--- src/rtl/mc_fft_sched_if.sv ---
// Signal bundle between the FFT frame scheduler and its surroundings
// (sample source, shared FFT core, spectrum buffer, delta store, output stage).
interface mc_fft_sched_if #(
  parameter int unsigned N = 256
);
  localparam int unsigned AW = $clog2(N);

  logic          in_valid;
  logic          in_ready;
  logic          fft_in_valid;
  logic          fft_in_sel;
  logic          fft_out_valid;
  logic          buf_wr_en;
  logic [AW-1:0] buf_wr_addr;
  logic          rd_en;
  logic [AW-1:0] rd_addr;
  logic          out_en;
  logic [AW-1:0] out_idx;
  logic          frame_done;
  logic          err;
  logic          busy;

  modport master (
    input  in_valid, fft_out_valid,
    output in_ready, fft_in_valid, fft_in_sel, buf_wr_en, buf_wr_addr,
           rd_en, rd_addr, out_en, out_idx, frame_done, err, busy
  );

  modport slave (
    output in_valid, fft_out_valid,
    input  in_ready, fft_in_valid, fft_in_sel, buf_wr_en, buf_wr_addr,
           rd_en, rd_addr, out_en, out_idx, frame_done, err, busy
  );
endinterface

--- src/rtl/mc_fft_sched.sv ---
// Time-shares one FFT core between the forward pass on x and the inverse pass on
// the product spectrum; phases advance on the core's out_valid, not on cycle counts.
module mc_fft_sched #(
  parameter int unsigned N        = 256,
  parameter int unsigned MULT_LAT = 2
) (
  input logic             clk,
  input logic             rst_n,
  mc_fft_sched_if.master  bus
);
  localparam int unsigned AW = $clog2(N);
  localparam int unsigned CW = AW + 1;

  localparam logic [CW-1:0] LastIdx = CW'(N - 1);
  localparam logic [CW-1:0] NCnt    = CW'(N);
  localparam logic [CW-1:0] IssLat  = CW'(MULT_LAT);
  localparam logic [CW-1:0] IssEnd  = CW'(N + MULT_LAT);
  localparam logic [CW-1:0] IssLast = CW'(N - 1 + MULT_LAT);

  typedef enum logic [2:0] {StIdle, StLoad, StFwd, StMult, StInv, StDone} state_e;

  state_e        state_q, state_d;
  logic [CW-1:0] in_cnt_q, in_cnt_d;
  logic [CW-1:0] cap_cnt_q, cap_cnt_d;
  logic [CW-1:0] iss_cnt_q, iss_cnt_d;
  logic          err_q, err_d;

  always_ff @(posedge clk or negedge rst_n) begin
    if (!rst_n) begin
      state_q   <= StIdle;
      in_cnt_q  <= '0;
      cap_cnt_q <= '0;
      iss_cnt_q <= '0;
      err_q     <= 1'b0;
    end else begin
      state_q   <= state_d;
      in_cnt_q  <= in_cnt_d;
      cap_cnt_q <= cap_cnt_d;
      iss_cnt_q <= iss_cnt_d;
      err_q     <= err_d;
    end
  end

  always_comb begin
    state_d          = state_q;
    in_cnt_d         = in_cnt_q;
    cap_cnt_d        = cap_cnt_q;
    iss_cnt_d        = iss_cnt_q;
    err_d            = 1'b0;
    bus.in_ready     = 1'b0;
    bus.fft_in_valid = 1'b0;
    bus.fft_in_sel   = 1'b0;
    bus.buf_wr_en    = 1'b0;
    bus.rd_en        = 1'b0;
    bus.out_en       = 1'b0;
    bus.frame_done   = 1'b0;

    unique case (state_q)
      StIdle: begin
        bus.in_ready     = 1'b1;
        bus.fft_in_valid = bus.in_valid;
        if (bus.in_valid) begin
          in_cnt_d = CW'(1);
          state_d  = StLoad;
        end
      end
      StLoad: begin
        bus.in_ready     = 1'b1;
        bus.fft_in_valid = bus.in_valid;
        if (bus.in_valid) begin
          if (in_cnt_q == LastIdx) begin
            in_cnt_d = '0;
            state_d  = StFwd;
          end else begin
            in_cnt_d = in_cnt_q + CW'(1);
          end
        end else begin
          // Short frame: abandon it; the partial data is flushed by the next frame.
          err_d     = 1'b1;
          in_cnt_d  = '0;
          cap_cnt_d = '0;
          iss_cnt_d = '0;
          state_d   = StIdle;
        end
      end
      StFwd: begin
        bus.buf_wr_en = bus.fft_out_valid;
        if (bus.fft_out_valid) begin
          if (cap_cnt_q == LastIdx) begin
            cap_cnt_d = '0;
            state_d   = StMult;
          end else begin
            cap_cnt_d = cap_cnt_q + CW'(1);
          end
        end
      end
      StMult: begin
        // Reads lead the core input by the multiplier pipeline depth.
        bus.rd_en        = (iss_cnt_q < NCnt);
        bus.fft_in_valid = (iss_cnt_q >= IssLat) && (iss_cnt_q < IssEnd);
        bus.fft_in_sel   = 1'b1;
        if (iss_cnt_q == IssLast) begin
          iss_cnt_d = '0;
          state_d   = StInv;
        end else begin
          iss_cnt_d = iss_cnt_q + CW'(1);
        end
      end
      StInv: begin
        bus.out_en     = bus.fft_out_valid;
        bus.fft_in_sel = 1'b1;
        if (bus.fft_out_valid) begin
          if (cap_cnt_q == LastIdx) begin
            cap_cnt_d = '0;
            state_d   = StDone;
          end else begin
            cap_cnt_d = cap_cnt_q + CW'(1);
          end
        end
      end
      StDone: begin
        bus.frame_done = 1'b1;
        bus.fft_in_sel = 1'b1;
        state_d        = StIdle;
      end
      default: state_d = StIdle;
    endcase
  end

  assign bus.buf_wr_addr = cap_cnt_q[AW-1:0];
  assign bus.out_idx     = cap_cnt_q[AW-1:0];
  assign bus.rd_addr     = iss_cnt_q[AW-1:0];
  assign bus.err         = err_q;
  assign bus.busy        = (state_q != StIdle);

endmodule

--- src/flat_wrapper.sv ---
// flat-port wrapper written by rule: the top's interface ports become plain ports
module mc_fft_sched_flat 
#(
  parameter int unsigned N        = 256,
  parameter int unsigned MULT_LAT = 2
)
  (clk, rst_n, bus_in_valid, bus_fft_out_valid, bus_in_ready, bus_fft_in_valid, bus_fft_in_sel, bus_buf_wr_en, bus_buf_wr_addr, bus_rd_en, bus_rd_addr, bus_out_en, bus_out_idx, bus_frame_done, bus_err, bus_busy);
  mc_fft_sched_if #(.N(N)) bus_i ();
  input logic clk;
  input logic rst_n;
  input wire logic [$bits(bus_i.in_valid)-1:0] bus_in_valid;
  input wire logic [$bits(bus_i.fft_out_valid)-1:0] bus_fft_out_valid;
  output wire logic [$bits(bus_i.in_ready)-1:0] bus_in_ready;
  output wire logic [$bits(bus_i.fft_in_valid)-1:0] bus_fft_in_valid;
  output wire logic [$bits(bus_i.fft_in_sel)-1:0] bus_fft_in_sel;
  output wire logic [$bits(bus_i.buf_wr_en)-1:0] bus_buf_wr_en;
  output wire logic [$bits(bus_i.buf_wr_addr)-1:0] bus_buf_wr_addr;
  output wire logic [$bits(bus_i.rd_en)-1:0] bus_rd_en;
  output wire logic [$bits(bus_i.rd_addr)-1:0] bus_rd_addr;
  output wire logic [$bits(bus_i.out_en)-1:0] bus_out_en;
  output wire logic [$bits(bus_i.out_idx)-1:0] bus_out_idx;
  output wire logic [$bits(bus_i.frame_done)-1:0] bus_frame_done;
  output wire logic [$bits(bus_i.err)-1:0] bus_err;
  output wire logic [$bits(bus_i.busy)-1:0] bus_busy;
  assign bus_i.in_valid = bus_in_valid;
  assign bus_i.fft_out_valid = bus_fft_out_valid;
  assign bus_in_ready = bus_i.in_ready;
  assign bus_fft_in_valid = bus_i.fft_in_valid;
  assign bus_fft_in_sel = bus_i.fft_in_sel;
  assign bus_buf_wr_en = bus_i.buf_wr_en;
  assign bus_buf_wr_addr = bus_i.buf_wr_addr;
  assign bus_rd_en = bus_i.rd_en;
  assign bus_rd_addr = bus_i.rd_addr;
  assign bus_out_en = bus_i.out_en;
  assign bus_out_idx = bus_i.out_idx;
  assign bus_frame_done = bus_i.frame_done;
  assign bus_err = bus_i.err;
  assign bus_busy = bus_i.busy;
  mc_fft_sched #(.N(N), .MULT_LAT(MULT_LAT)) u_core (.clk(clk), .rst_n(rst_n), .bus(bus_i));
endmodule
--- config.mk ---
export PLATFORM = sky130hd
export DESIGN_NAME = mc_fft_sched_flat
export DESIGN_NICKNAME = d
export VERILOG_FILES = /design/src/rtl/mc_fft_sched_if.sv /design/src/rtl/mc_fft_sched.sv /design/src/flat_wrapper.sv
export SDC_FILE = /design/constraint.sdc
export NUM_CORES = 1
export LEC_CHECK = 0
export CAP_MARGIN = 20
export CORE_MARGIN = 1.5
export CORE_UTILIZATION = 45
export CTS_CLUSTER_DIAMETER = 50
export DETAILED_ROUTE_END_ITERATION = 8
export DONT_BUFFER_PORTS = 1
export HOLD_SLACK_MARGIN = 0.03
export PLACE_DENSITY = 0.61
export RECOVER_POWER = 100
export SYNTH_ARGS = -nofsm -noshare
export SYNTH_HDL_FRONTEND = slang
export SYNTH_SLANG_ARGS = --single-unit
--- constraint.sdc ---
create_clock -name clk -period 2.4 [get_ports clk]
set_input_delay 0.48 -clock clk [delete_from_list [all_inputs] [get_ports clk]]
set_output_delay 0.48 -clock clk [all_outputs]
set_load 0.1 [all_outputs]
==> results of run 1 <==
==> registers in the layout, summed over array words and instances (netlist names) <==
register	cells
u_core.cap_cnt_q	9
u_core.in_cnt_q	9
u_core.iss_cnt_q	9
u_core.state_q	3
u_core.bus.err	1
==> cell families (layout without fill, tap and decap cells) <==
family / after synthesis / in the layout / synth area share
simple gates: 89 / 89 / 0.241
compound gates: 63 / 63 / 0.203
buf+inv: 36 / 41 / 0.118
flops: 31 / 31 / 0.394
fa+ha+maj: 4 / 4 / 0.0254
xor+xnor: 2 / 2 / 0.00889
mux: 2 / 2 / 0.0108
==> layout make-up <==
| class | count | area, sq um |
|---|---|---|
| inverters | 3 | 11.3 |
| repair buffers | 30 | 205 |
| clock inverters | 1 | 5.00 |
| clock buffers | 7 | 86.3 |
| flip-flops and latches | 31 | 785 |
| multi-input cells | 160 | 980 |
| fillers | 400 | 1980 |
| well taps | 50 | 62.6 |
==> layer usage <==
layer / part of all wire / track usage
met1: 0.49 / 0.275
met2: 0.46 / 0.278
met3: 0.048 / 0.0494
met4: 0.0044 / 0.0741
met5: 0 / 0
==> cell usage after synthesis (2+ instances only) <==
library cell	instances	area share
nand2_1	25	0.048
buf_2	3	0.0076
nor2b_1	3	0.0095
clkbuf_1	5	0.0095
nand2b_1	6	0.019
xnor2_1	2	0.0089
a21oi_1	3	0.0076
buf_4	25	0.095
a22o_1	3	0.013
dfrtp_1	31	0.39
a31oi_1	3	0.0095
nor3_1	3	0.0076
or3_1	2	0.0063
nor2_1	15	0.029
o21ai_0	32	0.081
nand3_1	10	0.025
o22ai_1	3	0.0095
and3_1	11	0.035
o31ai_1	6	0.023
o21a_1	3	0.011
o41ai_1	3	0.013
inv_1	3	0.0057
ha_1	4	0.025
nand3b_1	3	0.011
==> stage by stage <==
| step | util | setup slack (ns) | hold slack [ns] |
|---|---|---|---|
| finish | 0.519 | 0.166 | 0.267 |
| global route | 0.519 | 0.0541 | 0.260 |
| CTS | 0.538 | 0.0405 | 0.255 |
| detailed placement | 0.508 | 0.388 | 0.185 |
| global placement | 0.508 | 0.396 | 0.185 |
| floorplan | - | -0.0851 | 0.184 |
==> where the power goes <==
part           switching [uW]  internal (uW)  total (uW)
combinational            1290            360        1650
sequential                102            603         705
clock                     191            231         422
total                    1580           1190        2780
==> what timing repair did <==
item                                    in CTS  in global routing
endpoints found under the setup margin       0                  1
hold buffers                                 2                  0
resized for setup                            0                  1
hold endpoints to repair                    31                  0
==> path summary, 6_finish.rpt <==
kind                       cells after the start          startpoint                   to  slack (ns)
max in group asynchronous                      2               rst_n  u_core.cap_cnt_q[2]        1.56
min                                            1        bus_in_valid       u_core.bus.err        0.27
min in group asynchronous                      2               rst_n  u_core.cap_cnt_q[5]        0.66
max                                            5   u_core.state_q[1]     bus_fft_in_valid        0.17
min reg2reg                                    1  u_core.in_cnt_q[8]   u_core.in_cnt_q[8]        0.49
max reg2reg                                    5   u_core.state_q[2]  u_core.cap_cnt_q[7]        0.24
==> placed cells by master, fill, tap and decap left out, types with 3 or more instances in the layout <==
| cell | instances |
|---|---|
| and3_1 | 11 |
| dfrtp_2 | 7 |
| o21a_1 | 3 |
| nand3_1 | 10 |
| buf_4 | 3 |
| clkbuf_4 | 3 |
| o21ai_0 | 31 |
| nand2b_1 | 6 |
| o22ai_1 | 3 |
| nor2b_1 | 3 |
| clkbuf_8 | 6 |
| dfrtp_1 | 24 |
| a21oi_1 | 4 |
| clkbuf_2 | 17 |
| nand3b_1 | 3 |
| ha_1 | 4 |
| nor2_1 | 16 |
| o41ai_1 | 3 |
| a31oi_1 | 3 |
| inv_1 | 3 |
| a22o_1 | 3 |
| o31ai_1 | 6 |
| nand2_1 | 25 |
==> impl_metrics.json, run 1 <==
{
  "synth-seq-area-share": 0.394,
  "finalInstanceArea_sq_mm": 0.00213,
  "p_leak_uw": 0.000962,
  "criticalPathCategory": "reg -> out",
  "grtUsageTotal": 0.192,
  "post-route-min-period_ns": 2.23,
  "grt_pass1_vias": 1591,
  "syn_to_final_growth_pct": 8.32,
  "io_buffers": 0,
  "drc_errors": 0,
  "place_inst": 272,
  "vdd_drop_max_mv": 0.872,
  "via_count": 1617,
  "floorplan.initialDensity": 0.479,
  "slowest_delay_ns": 0.49,
  "finalMaxSlewViolations": 0,
  "worst_slew_pin_slew_ns": 1.16,
  "root_buffer": "clkbuf_8",
  "drt-vias-per-instance": 5.73,
  "grt_first_pass_wirelength_microns": 7550,
  "fmax_ghz": 0.448,
  "crit_buf_inv": 2,
  "syn-cell-area_sq_mm": 0.00197,
  "numCtsBuffers": 5,
  "grt_max_degree": 32,
  "finalClockSkew_ns": 0.00584,
  "syn_inst": 227,
  "drt_iter0_drc": 127,
  "ys_types": 44,
  "dieArea_sq_mm": 0.00479,
  "ys.warnings.count": 0,
  "num_rows": 23,
  "report.power.total_uw": 2780,
  "async_flop_share": 1.00,
  "placed_area_sq_mm": 0.00209,
  "die_h_microns": 69.2,
  "crit_slowest_cell": "dfrtp_1",
  "ys_ff_latch": 31,
  "powerDensity_mw_per_mm2": 1300,
  "outcome": "complete, no violations",
  "end_kind": "output port",
  "drive_above_1_share": 0.220,
  "synthFlopType": "dfrtp_1",
  "fin_cells": 282,
  "hold_violations": 0,
  "setup_viol": 0,
  "min_path_type": "in -> reg",
  "finalCritPeriodShare": 0.931,
  "cap_violations": 0,
  "drt_wl_total_microns": 4320,
  "antennaDiodeCount": 0,
  "arrival_ns": 1.75,
  "globalRoute.totalOverflow": 0,
  "max-slew-margin-rel": 0.232,
  "first_pass_iters": 4,
  "cp_max_fo": 10,
  "nNetsFinal": 239,
  "fin_setup_tns_ns": 0,
  "syn_nets": 235,
  "ant_nets": 0,
  "rsz0062_at_grt": "no",
  "required_ns": 1.92,
  "chipWidth_microns": 69.2,
  "htreeDepth": 2,
  "cp_cell_sequence": "buf_4, nor2_1, nand2_1, o21ai_2, buf_6",
  "cts_tree": "built",
  "crit_family": "flip-flops",
  "core_sq_mm": 0.00412,
  "insertion_delay_ns": 0.28,
  "dpl.hpwl_microns": 3080,
  "pin_count": 37,
  "post-cts-setup-buffer-count": 0,
  "clkTransAtPathRegs_ns": 0.06,
  "wl_per_cell_microns": 15.3,
  "syn_area_per_cell_sq_um": 8.68,
  "place_congestion": 0.808,
  "grt_antenna_before_repair": 0,
  "synth_edf_count": 0,
  "cts_sinks": 31,
  "start_kind": "flip-flop",
  "cts.path.max_buffers": 2
}
Power figures use the tool's default switching activity.
==> inputs of run 2 (changes only) <==
- CORE_ASPECT_RATIO: not set -> 0.5
- PLACE_DENSITY: 0.61 -> 0.58
==> run 2 against run 1 <==
Against the previous run: critical path depth unchanged; fmax is 1.1% lower; worst setup slack got worse by 0.025 ns; core utilization is 0.42 points higher; combinational power about the same; via count shrank 0.87%; first-iteration DRC count down 49%; routed wire length shrank 4.1%; final area is 0.94% lower; die area up 0.51%; final cell count grew 1.1%; critical path type unchanged; largest power group unchanged.
==> impl_metrics.json, run 2 (synthesized netlist as in run 1, its figures left out) <==
{
  "fillers": 409,
  "dpl_worst_slack_ns": 0.452,
  "fin_setup_tns_ns": 0,
  "numCtsBuffers": 5,
  "top_regs": "u_core.cap_cnt_q x9, u_core.in_cnt_q x9, u_core.iss_cnt_q x9",
  "end_kind": "output port",
  "pin_count": 37,
  "cap_violations": 0,
  "max-slew-margin-rel": 0.233,
  "required_ns": 1.92,
  "outcome": "complete, no violations",
  "drt-vias-per-instance": 5.62,
  "dpl.hpwl_microns": 2870,
  "crit_slowest_cell": "dfrtp_1",
  "ant_nets": 0,
  "core_sq_mm": 0.00404,
  "floorplan.initialDensity": 0.487,
  "grtUsageTotal": 0.193,
  "crit_buf_inv": 1,
  "comb_power_share": 0.594,
  "drive_above_1_share": 0.216,
  "cts_tree": "built",
  "drt_iter0_drc": 65,
  "cts_sinks": 31,
  "die_h_microns": 49.8,
  "grt_pass1_vias": 1438,
  "via_count": 1603,
  "chipWidth_microns": 96.6,
  "io_buffers": 0,
  "rsz0062_at_grt": "no",
  "insertion_delay_ns": 0.28,
  "drt_wl_total_microns": 4140,
  "finalMaxSlewViolations": 0,
  "globalRoute.totalOverflow": 0,
  "finalWorstSetupSlack_ns": 0.142,
  "finalCritPeriodShare": 0.941,
  "fmax_ghz": 0.443,
  "powerDensity_mw_per_mm2": 1290,
  "cts.path.max_buffers": 2,
  "crit_family": "simple AND/OR/NAND/NOR gates",
  "cp_cell_sequence": "nor4_2, nand3_1, xnor2_1, o21ai_1, buf_12",
  "grt_first_pass_wirelength_microns": 6980,
  "seqPwrFrac": 0.261,
  "final_common_cell": "o21ai_0",
  "antennaDiodeCount": 0,
  "fin_cells": 285,
  "nNetsFinal": 238,
  "clkTransAtPathRegs_ns": 0.07,
  "drc_errors": 0,
  "p_sw_frac": 0.576,
  "worst_slew_pin_slew_ns": 1.16,
  "timing.hold.ws_ns": 0.261,
  "first_pass_iters": 4,
  "setup_viol": 0,
  "grt_max_degree": 32,
  "hold_violations": 0,
  "dieArea_sq_mm": 0.00481,
  "htreeDepth": 2,
  "place_inst": 275,
  "place_congestion": 0.839,
  "post-route-min-period_ns": 2.26,
  "cp_max_fo": 3,
  "slowest_delay_ns": 0.39,
  "syn_to_final_growth_pct": 7.30,
  "finalClockSkew_ns": 0.00761,
  "grt_antenna_before_repair": 0,
  "p_int_uw": 1150,
  "power_switching_uw": 1570,
  "start_kind": "flip-flop",
  "num_rows": 16,
  "criticalPathCategory": "reg -> out",
  "vdd_drop_max_mv": 0.598,
  "min_path_type": "in -> reg",
  "p_leak_uw": 0.000943,
  "root_buffer": "clkbuf_8",
  "power.clock.fraction": 0.145,
  "arrival_ns": 1.78,
  "final_cell_mix": "o21ai_0, nand2_1, dfrtp_1, clkbuf_2, nor2_1",
  "wl_per_cell_microns": 14.5
}
-- run 2: layout make-up --
| type | instances | area (sq um) | area share |
|---|---|---|---|
| clock inverters | 1 | 5.00 | 0.00237 |
| flip-flops and latches | 31 | 786 | 0.372 |
| clock buffers | 7 | 76.3 | 0.0361 |
| multi-input cells | 160 | 981 | 0.464 |
| repair buffers | 29 | 188 | 0.0888 |
| inverters | 3 | 11.3 | 0.00533 |
| well taps | 54 | 67.6 | 0.0320 |
-- run 2: per-layer routing --
layer	track usage	vias up	wire length, microns
met4	0.0459	0	38
met2	0.284	36	1780
met5	0	-	0
met3	0.0633	6	228
li1	-	800	-
met1	0.273	761	2100
-- run 2: final timing paths --
check / end / slack (ns) / start / depth (start not counted)
setup / recovery: bus_fft_in_valid / 0.14 / u_core.iss_cnt_q[6] / 5
hold / removal: u_core.bus.err / 0.26 / bus_in_valid / 1
setup reg to reg: u_core.cap_cnt_q[7] / 0.23 / u_core.state_q[2] / 5
hold reg to reg: u_core.in_cnt_q[8] / 0.50 / u_core.in_cnt_q[8] / 1
max in group asynchronous: u_core.cap_cnt_q[1] / 1.56 / rst_n / 2
min in group asynchronous: u_core.iss_cnt_q[5] / 0.66 / rst_n / 2
-- run 2: power by group through the flow --
| stage | clock network [uW] | logic (uW) | registers, uW |
|---|---|---|---|
| global route | 444 | 1720 | 729 |
| detailed placement | 0 | 1690 | 720 |
| CTS | 414 | 1700 | 711 |
| finish | 394 | 1620 | 709 |
| global placement | 0 | 1670 | 718 |
| floorplan | 0 | 1470 | 701 |
-- run 2: stage by stage --
step	cell area (sq um)	power, uW	util
2_1_floorplan	1990	2170	-
3_3_place_gp	2080	2390	0.514
3_5_place_dp	2080	2410	0.514
4_1_cts	2190	2830	0.541
5_1_grt	2110	2900	0.523
6_report	2110	2720	0.523
-- run 2: worst reg2reg max path, cell delays in order (launching register included) --
cell	delay (ns)
dfrtp_1	0.51
or3b_4	0.44
a21oi_1	0.31
nor2_1	0.22
or4_1	0.53
nand3_1	0.09
-- run 2: timing repair --
action | CTS | global route
setup buffers | 0 | 0
endpoints found under the hold margin | 31 | 0
hold buffers | 2 | 0
gates resized for setup | 0 | 1
setup endpoints to repair | 0 | 1
